[src/rtl/ysyx_22040237_lsu_mem_ctrl_pkg.sv]
// Shared definitions for the LSU data-memory controller: size encodings,
// FSM state encoding and the per-size byte/data mask tables.
package ysyx_22040237_lsu_mem_ctrl_pkg;

   localparam logic [1:0] SZ_BYTE  = 2'd0;
   localparam logic [1:0] SZ_HALF  = 2'd1;
   localparam logic [1:0] SZ_WORD  = 2'd2;
   localparam logic [1:0] SZ_DWORD = 2'd3;

   localparam logic [1:0] ST_IDLE   = 2'd0;
   localparam logic [1:0] ST_REQ    = 2'd1;
   localparam logic [1:0] ST_WAIT_R = 2'd2;
   localparam logic [1:0] ST_RESP   = 2'd3;

   typedef enum logic [1:0] {
      IDLE   = ST_IDLE,
      REQ    = ST_REQ,
      WAIT_R = ST_WAIT_R,
      RESP   = ST_RESP
   } state_e;

   // Byte strobes of an access of the given size placed at lane 0.
   function automatic logic [7:0] base_mask(input logic [1:0] size);
      case (size)
         SZ_BYTE:  base_mask = 8'h01;
         SZ_HALF:  base_mask = 8'h03;
         SZ_WORD:  base_mask = 8'h0F;
         default:  base_mask = 8'hFF;
      endcase
   endfunction

   // Address-offset bits that must be zero for a naturally aligned access.
   function automatic logic [2:0] align_bits(input logic [1:0] size);
      case (size)
         SZ_BYTE:  align_bits = 3'b000;
         SZ_HALF:  align_bits = 3'b001;
         SZ_WORD:  align_bits = 3'b011;
         default:  align_bits = 3'b111;
      endcase
   endfunction

   // Bit mask keeping only the bytes covered by an access of the given size.
   function automatic logic [63:0] data_mask(input logic [1:0] size);
      case (size)
         SZ_BYTE:  data_mask = 64'h0000_0000_0000_00FF;
         SZ_HALF:  data_mask = 64'h0000_0000_0000_FFFF;
         SZ_WORD:  data_mask = 64'h0000_0000_FFFF_FFFF;
         default:  data_mask = 64'hFFFF_FFFF_FFFF_FFFF;
      endcase
   endfunction

endpackage

[src/rtl/ysyx_22040237_lsu_align.sv]
// Combinational lane alignment for the LSU memory controller.
// The misalignment check has its own size/offset inputs because it judges the
// incoming request, while the data paths work on the latched request.
module ysyx_22040237_lsu_align
   import ysyx_22040237_lsu_mem_ctrl_pkg::*;
(
   input  logic [1:0]  chk_size,
   input  logic [2:0]  chk_off,
   output logic        misaligned,
   input  logic [1:0]  size,
   input  logic [2:0]  off,
   input  logic [63:0] wdata,
   input  logic [63:0] rdata,
   output logic [7:0]  wmask,
   output logic [63:0] wdata_sh,
   output logic [63:0] rdata_ext
);

   logic [5:0] bit_off;

   assign bit_off    = {off, 3'b000};
   assign misaligned = |(chk_off & align_bits(chk_size));
   assign wmask      = base_mask(size) << off;
   assign wdata_sh   = wdata << bit_off;
   assign rdata_ext  = (rdata >> bit_off) & data_mask(size);

endmodule

[src/rtl/ysyx_22040237_lsu_mem_ctrl.sv]
// Multi-cycle data-memory access controller between the LSU and a 64-bit
// valid/ready memory bus. One request at a time; loads wait for read data.
// Optional read/handshake timeout: define YSYX_22040237_LSU_MEM_TIMEOUT_EN.
module ysyx_22040237_lsu_mem_ctrl
   import ysyx_22040237_lsu_mem_ctrl_pkg::*;
#(
   parameter int ADDR_W      = 64,
   parameter int DATA_W      = 64,
   parameter int TIMEOUT_CYC = 256
) (
   input  logic              clk,
   input  logic              rst,
   input  logic              req_valid_i,
   output logic              req_ready_o,
   input  logic              req_ren_i,
   input  logic              req_wen_i,
   input  logic [1:0]        req_size_i,
   input  logic [ADDR_W-1:0] req_addr_i,
   input  logic [DATA_W-1:0] req_wdata_i,
   output logic              resp_valid_o,
   output logic [DATA_W-1:0] resp_rdata_o,
   output logic              resp_err_o,
   output logic              busy_o,
   output logic              mem_req_valid_o,
   input  logic              mem_req_ready_i,
   output logic              mem_we_o,
   output logic [ADDR_W-1:0] mem_addr_o,
   output logic [7:0]        mem_wmask_o,
   output logic [DATA_W-1:0] mem_wdata_o,
   input  logic              mem_rvalid_i,
   input  logic [DATA_W-1:0] mem_rdata_i
);

   if (DATA_W != 64 || TIMEOUT_CYC < 2) begin : g_bad_param
      $error("ysyx_22040237_lsu_mem_ctrl: DATA_W must be 64 and TIMEOUT_CYC >= 2");
   end

   state_e            state, state_nx;
   logic              ren_q, wen_q;
   logic [1:0]        size_q;
   logic [ADDR_W-1:0] addr_q;
   logic [DATA_W-1:0] wdata_q;
   logic [DATA_W-1:0] rdata_q;
   logic              err_q;

   logic              req_misaligned;
   logic              req_illegal;
   logic [7:0]        wmask;
   logic [DATA_W-1:0] wdata_sh;
   logic [DATA_W-1:0] rdata_ext;
   logic              tmo;

   ysyx_22040237_lsu_align u_align (
      .chk_size   (req_size_i),
      .chk_off    (req_addr_i[2:0]),
      .misaligned (req_misaligned),
      .size       (size_q),
      .off        (addr_q[2:0]),
      .wdata      (wdata_q),
      .rdata      (mem_rdata_i),
      .wmask      (wmask),
      .wdata_sh   (wdata_sh),
      .rdata_ext  (rdata_ext)
   );

   assign req_illegal = req_misaligned | (req_ren_i & req_wen_i) | ~(req_ren_i | req_wen_i);

`ifdef YSYX_22040237_LSU_MEM_TIMEOUT_EN
   localparam int CNT_W = $clog2(TIMEOUT_CYC);
   logic [CNT_W-1:0] cnt;

   // Cycles spent in REQ/WAIT_R; IDLE is the only way into REQ, so clear there.
   always_ff @(posedge clk or negedge rst) begin
      if (!rst)                                cnt <= '0;
      else if (state == IDLE)                  cnt <= '0;
      else if (state == REQ || state == WAIT_R) cnt <= cnt + 1'b1;
   end

   assign tmo = (state == REQ || state == WAIT_R) && (cnt == CNT_W'(TIMEOUT_CYC - 1));
`else
   assign tmo = 1'b0;
`endif

   // State register.
   always_ff @(posedge clk or negedge rst) begin
      if (!rst) state <= IDLE;
      else      state <= state_nx;
   end

   // Next-state decode; a timeout overrides any bus event in the same cycle.
   always_comb begin
      state_nx = state;
      case (state)
         IDLE:    if (req_valid_i) state_nx = req_illegal ? RESP : REQ;
         REQ:     if (tmo) state_nx = RESP;
                  else if (mem_req_ready_i) state_nx = ren_q ? WAIT_R : RESP;
         WAIT_R:  if (tmo || mem_rvalid_i) state_nx = RESP;
         RESP:    state_nx = IDLE;
         default: state_nx = IDLE;
      endcase
   end

   // Request fields, load data and error flag.
   always_ff @(posedge clk or negedge rst) begin
      if (!rst) begin
         ren_q   <= 1'b0;
         wen_q   <= 1'b0;
         size_q  <= 2'd0;
         addr_q  <= '0;
         wdata_q <= '0;
         rdata_q <= '0;
         err_q   <= 1'b0;
      end else begin
         case (state)
            IDLE: if (req_valid_i) begin
               ren_q   <= req_ren_i;
               wen_q   <= req_wen_i;
               size_q  <= req_size_i;
               addr_q  <= req_addr_i;
               wdata_q <= req_wdata_i;
               rdata_q <= '0;
               err_q   <= req_illegal;
            end
            REQ: if (tmo) begin
               rdata_q <= '0;
               err_q   <= 1'b1;
            end
            WAIT_R: if (tmo) begin
               rdata_q <= '0;
               err_q   <= 1'b1;
            end else if (mem_rvalid_i) begin
               rdata_q <= rdata_ext;
            end
            default: ;
         endcase
      end
   end

   // Outputs decoded from registered state only; bus fields are zero outside REQ.
   assign req_ready_o     = (state == IDLE);
   assign busy_o          = (state != IDLE);
   assign mem_req_valid_o = (state == REQ) && !tmo;
   assign mem_we_o        = (state == REQ) && wen_q;
   assign mem_addr_o      = (state == REQ) ? {addr_q[ADDR_W-1:3], 3'b000} : '0;
   assign mem_wmask_o     = (state == REQ) ? wmask : 8'h00;
   assign mem_wdata_o     = (state == REQ) ? wdata_sh : '0;
   assign resp_valid_o    = (state == RESP);
   assign resp_rdata_o    = (state == RESP) ? rdata_q : '0;
   assign resp_err_o      = (state == RESP) && err_q;

endmodule

[config.mk]
export PLATFORM = sky130hd
export DESIGN_NAME = ysyx_22040237_lsu_mem_ctrl
export DESIGN_NICKNAME = d
export VERILOG_FILES = /design/src/rtl/ysyx_22040237_lsu_mem_ctrl_pkg.sv /design/src/rtl/ysyx_22040237_lsu_align.sv /design/src/rtl/ysyx_22040237_lsu_mem_ctrl.sv
export SDC_FILE = /design/constraint.sdc
export NUM_CORES = 1
export LEC_CHECK = 0
export ABC_AREA = 0
export ABC_CLOCK_PERIOD_IN_PS = 2400
export BUFFER_PORTS_ARGS = -buffer_cell sky130_fd_sc_hd__buf_4
export CORE_MARGIN = 8
export CORE_UTILIZATION = 33
export DETAILED_ROUTE_END_ITERATION = 10
export MAX_ROUTING_LAYER = met4
export SLEW_MARGIN = 5
export SYNTH_ARGS = -nofsm -noshare
export SYNTH_HDL_FRONTEND = slang
export SYNTH_SLANG_ARGS = --single-unit
[constraint.sdc]
create_clock -name clk -period 2.4 [get_ports clk]
set_input_delay 0 -clock clk [delete_from_list [all_inputs] [get_ports clk]]
set_output_delay 0 -clock clk [all_outputs]
set_load 0.1 [all_outputs]
## Word level (Yosys, flattened, before mapping)

Index checks and enable logic that the tools add are counted.

- Bitwise gates (word level): 7
- Shift operators: 3
- Multiplexer cells: 16
- Equality and inequality tests: 10
- Reduce and logical (&&, ||, !) cells: 11

Operator list:

| cell | number |
|---|---|
| 64-bit two-way mux | 5 |
| 64-bit case mux with 3 select lines | 1 |
| 64-bit case mux with 2 select lines | 1 |
| 64-bit AND | 1 |
| 64-bit by 6-bit << shifter with 64-bit output | 1 |
| 64-bit by 6-bit >> shifter with 64-bit output | 1 |
| 8-bit case mux with 3 select lines | 1 |
| 3-bit case mux with 3 select lines | 1 |
| 2-bit equality test, second input constant | 4 |
| 2-bit two-way mux | 4 |
| 8-bit two-way mux | 1 |
| 2-bit case mux with 4 select lines | 1 |
| 8-bit by 3-bit << shifter with 8-bit output | 1 |
| 2-bit by 1-bit equality test with 1-bit output, second input constant | 3 |
| 2-bit zero test | 3 |
| 3-bit AND reduction | 2 |
| 2-bit != test, second input constant | 2 |
| 2-bit nonzero test | 2 |
| 3-bit AND | 1 |
| 1-bit OR | 3 |
| 3-bit OR reduction | 1 |
| 1-bit logical AND | 2 |
| 2-bit by 1-bit != test with 1-bit output, second input constant | 1 |
| 2-bit AND reduction | 1 |
| other kinds (3) | 3 |

- Input bits: 201
- Logic and storage cells: 55
- Output and inout port bits: 206
- Register bits after elaboration: 199

## Depth between registers and ports, before layout

- Word-level depth: 9
- Mapped depth: 9
- Gate-level depth less buffers: 6

## Cells and area by module

From an unflattened synthesis, not the netlist that was laid out.

- Cell total of the unflattened synthesis: 1,163
- Area, all modules: 12,298.0 um^2

By module, submodules not included:

| module | seq. area each (um^2) | cells each | area each (um^2) | instances |
|---|---|---|---|---|
| ysyx_22040237_lsu_mem_ctrl | 4,979.8 | 676 | 8,783.4 | 1 |
| ysyx_22040237_lsu_align | 0.0 | 487 | 3,514.6 | 1 |

## Worst setup path after synthesis

Ideal clock, no wire load.

- Kind: reg2out
- Start point: register state[1]
- End point: output port mem_wdata_o[0]
- Cell stages (with the launch flop): 5
- Buffers on the path: 0
- Arrival time: 4,317 ps
- Data required time: 2,400 ps
- Path slack: -1,917 ps
- Cell sequence: dfrtp_1 -> inv_1 -> ha_1 -> nor4b_2 -> and2_1

- Longest elaborated chain between the ends: 2

Ends and longest elaborated chain:

| item | RTL line | text |
|---|---|---|
| start, declared | ysyx_22040237_lsu_mem_ctrl.sv:38 | `state_e state, state_nx;` |
| start signal, assigned | ysyx_22040237_lsu_mem_ctrl.sv:87 | `else state <= state_nx;` |
| 2-bit by 1-bit equality test with 1-bit output | n/a |  |
| net mem_req_valid_o | ysyx_22040237_lsu_mem_ctrl.sv:24 | `output logic mem_req_valid_o,` |
| 64-bit two-way mux | ysyx_22040237_lsu_mem_ctrl.sv:146 | `assign mem_wdata_o = (state == REQ) ? wdata_sh : '0;` |
| end, declared | ysyx_22040237_lsu_mem_ctrl.sv:29 | `output logic [DATA_W-1:0] mem_wdata_o,` |

The timed path passes the listed nets, and every way through them passes these cells.

## Worst setup path after layout

- Start point: register addr_q[1]
- End point: output port mem_wdata_o[53]

- Longest elaborated chain between the ends: 2

Ends and longest elaborated chain:

| item | RTL line | text |
|---|---|---|
| start, declared | ysyx_22040237_lsu_mem_ctrl.sv:41 | `logic [ADDR_W-1:0] addr_q;` |
| start signal, assigned | ysyx_22040237_lsu_mem_ctrl.sv:119 | `addr_q <= req_addr_i;` |
| 64-bit by 6-bit << shifter with 64-bit output | ysyx_22040237_lsu_align.sv:24 | `assign wdata_sh = wdata << bit_off;` |
| 64-bit two-way mux | ysyx_22040237_lsu_mem_ctrl.sv:146 |  |

Every way passes these cells.

==> impl_metrics.env <==
export IMPL_ios=407
export IMPL_grt_pass1_wl_mm=74.15
export IMPL_timing_final_ws_setup_ns=0.06135
export IMPL_fin_skew_ns=0.01744
export IMPL_port_buffers=403
export IMPL_finalSetupTns_ns=0
export IMPL_drc=0
export IMPL_synthTopCellsByArea="dfrtp_1 42%, mux2_2 13%, and2_1 8.7%"
export IMPL_postRouteAntennaNets=0
export IMPL_hold_slack_ns=0.03164
export IMPL_required_ns=2.40
export IMPL_leakage_nw=8.499
export IMPL_cts_htree_levels=4
export IMPL_grt_use_total=0.2374
export IMPL_wl_per_cell_um=23.52
export IMPL_dp_hpwl_mm=37.54
export IMPL_synth_compound_area_share=0.1057
export IMPL_cts_sinks=199
export IMPL_drt_initial_drc_count=602
export IMPL_cellPowerDensity_nw_per_um2=1530
export IMPL_synth_mux_area_frac=0.2662
export IMPL_synth_async_sr_flop_share=1.000
export IMPL_slew_headroom=0.5422
export IMPL_r2r_start="addr_q[0]$_DFFE_PN0P_"
export IMPL_drtPass1Iterations=5
export IMPL_grt_max_degree=74
export IMPL_grt_pass1_vias=12102
export IMPL_synth_xor_area_share=0.0007321
export IMPL_synth_adder_area_share=0.004184
export IMPL_clkTransAtPathRegs_ns=0.08
export IMPL_avgViaCountPerCell=5.205
export IMPL_clk_latency_ns=0.46
export IMPL_hold_depth=4
export IMPL_synth_cells=1104
export IMPL_root_buffer="clkbuf_16"
export IMPL_crit_path_end_kind="output pin"
export IMPL_critPathMaxFanout=7
export IMPL_hp_class="in2reg"
export IMPL_met2_usage=0.4110
export IMPL_syn_to_final_growth_pct=53.86
export IMPL_synth_top_area_cell="dfrtp_1"
export IMPL_worstSetupPathType="reg2out"
export IMPL_place_area_sq_um=15850
export IMPL_busiest_layer="met2"
export IMPL_synth_top_family_by_area="multiplexers"
export IMPL_cts_buffers=17
export IMPL_reg2reg_depth=6
export IMPL_use_met3=0.05925
export IMPL_post_route_cell_area_sq_um=18410
export IMPL_gp_congestion=0.9286
export IMPL_cts_path_max_buffers=2
export IMPL_ys_ff_latch=199
export IMPL_r2r_end="rdata_q[8]$_DFFE_PN0P_"
export IMPL_startpoint="addr_q[1]$_DFFE_PN0P_"
export IMPL_start_util=0.3355
export IMPL_hold_end="rdata_q[29]$_DFFE_PN0P_"
export IMPL_nets=1862
export IMPL_crit_arrival_ns=2.34
export IMPL_yosysWarnings=0
export IMPL_synth_main_ff_cell="dfrtp_1"
export IMPL_placementRows=69
export IMPL_fillers=3215
export IMPL_die_area_sq_um=42600
export IMPL_min_from="mem_rvalid_i"
export IMPL_ys_seq_area_frac=0.4163
export IMPL_yosys_area_share_simple=0.1636
export IMPL_finalCritPeriodShare=0.9744
export IMPL_synth_edf_count=0
export IMPL_layout_drive_gt1_share=0.4446
export IMPL_r2r_slack_ns=0.16
export IMPL_worstMarginPinSlew_ns=0.6867
export IMPL_die_h_um=206.4
export IMPL_finalSetupViolations=0
export IMPL_core_area_sq_um=35660
export IMPL_cts_tree="done"
export IMPL_antenna_found_initial=4
export IMPL_place_ws_ns=-0.2633
export IMPL_final_core_util=0.5162
export IMPL_wl_mm=50.19
export IMPL_cap_viol_max_count=0
export IMPL_ys_types=51
export IMPL_power_mw=28.17
export IMPL_status="finished clean"
export IMPL_fp_dieW_um=206.4
export IMPL_finalHoldViolCount=0
export IMPL_use_met1=0.2667
export IMPL_ir_drop_v=0.001584
export IMPL_fin_cells=2134
export IMPL_maxSlewViolCount=0
export IMPL_via_count=11108
export IMPL_start_kind="register"
export IMPL_max_freq_ghz=0.4276
export IMPL_grt_overflow=0
export IMPL_netlist_area_sq_um=11960
export IMPL_rsz0062_at_grt="no"
export IMPL_dp_cells=1922
export IMPL_avgSynthCellArea_sq_um=10.84
export IMPL_min_period_ns=2.339
export IMPL_synth_top_area_share=0.4163
critical path, stage by stage (launching register included):
cell	delay (ns)
dfrtp_4	0.55
buf_12	0.17
mux2i_1	0.21
mux4_2	0.51
nor2b_2	0.14
buf_4	0.30
state kept, by name (all words and copies together) (netlist names):
name and cells:
err_q 1, size_q 2, addr_q 64, rdata_q 64, ren_q 1, wen_q 1, wdata_q 64, state 2
Yosys cell counts (2+ instances only):
library cell,instances
a32o_1,8
o221ai_1,8
mux2_2,143
o211ai_1,17
nor2b_1,27
and2_1,166
mux4_2,29
o21ai_0,43
a221o_2,2
ha_1,4
nand2_1,74
inv_1,8
nand2b_1,15
a221o_1,3
clkbuf_1,36
nor3b_2,2
buf_4,10
nor2_1,50
a211oi_1,31
a22o_1,24
o31ai_1,2
buf_6,4
a21oi_1,14
and3b_1,2
a21o_1,2
buf_1,11
o32ai_1,7
o21a_1,4
dfrtp_1,199
a22oi_1,9
mux2i_1,92
nor3_1,4
buf_2,36
routing by layer:
metal | vias up | routed length [um]
met5 | - | 0
met4 | 0 | 1309
met3 | 56 | 3852
met2 | 471 | 25870
met1 | 5548 | 19160
li1 | 5033 | -
kinds of logic after synthesis:
logic type                 after synthesis
AOI/OAI and AO/OA                      176
adders and majority gates                4
DFF                                    199
other                                    1
buffers and inverters                  107
and+or+nand+nor                        352
muxes                                  264
xor gates and xnor gates                 1
placed cells by master (no fill, tap or decap), drive strengths merged, types with 2 or more instances in the layout:
cell         synthesis  routed
buf                 61     456
dfrtp              199     199
dlygate4sd3          0     172
and2               166     166
mux2               143     143
mux2i               92      92
nand2               74      74
nor2                51      51
o21ai               43      43
a211oi              31      31
mux4                29      29
nor2b               28      28
a22o                24      24
clkbuf              36      20
o211ai              17      17
nand2b              15      15
a21oi               14      14
inv                  9      11
a22oi                9       9
o221ai               8       8
a32o                 8       8
o32ai                7       7
a221o                5       5
clkinv               1       5
diode                0       4
o21a                 4       4
nor3                 4       4
clkinvlp             0       4
ha                   4       4
conb                 1       3
nor3b                3       3
o31ai                2       2
a21o                 2       2
bufinv               0       2
and3b                2       2
report_power, final:
group,switching [mW],internal (mW),total (mW),leakage (nW)
Combinational,12.8,6.44,19.2,5.76
Sequential,1.15,4.84,5.99,2.47
Clock,1.42,1.55,2.97,0.270
repair_timing:
action / CTS / global route
pin swaps: 0 / 1
endpoints found under the hold margin: 245 / 0
hold buffers: 172 / 0
buffers inserted: 1 / 4
gates resized for setup: 16 / 32
setup endpoints to repair: 105 / 87
worst max path at each step:
stage | slack [ns] | cells after the start | endpoint
3_3_place_gp | -0.14 | 6 | rdata_q[48]$_DFFE_PN0P_
4_1_cts | 0.001 | 6 | mem_wdata_o[27]
6_report | 0.06 | 5 | mem_wdata_o[53]
3_5_place_dp | -0.26 | 6 | rdata_q[55]$_DFFE_PN0P_
2_1_floorplan | -0.33 | 4 | mem_wdata_o[1]
5_1_grt | 0.001 | 5 | mem_wdata_o[58]
cell type report:
type / instances / area (sq um) / share of cell area
antenna: 4 / 10.01 / 0.0005438
clock buffer: 19 / 432.9 / 0.02352
clock inverter: 12 / 148.9 / 0.008089
inverter: 10 / 37.54 / 0.002039
multi-input combinational: 800 / 6735 / 0.3659
sequential: 199 / 4989 / 0.2710
tap: 461 / 576.8 / 0.03134
timing repair buffer: 629 / 5477 / 0.2975
Power figures use the tool's default switching activity.
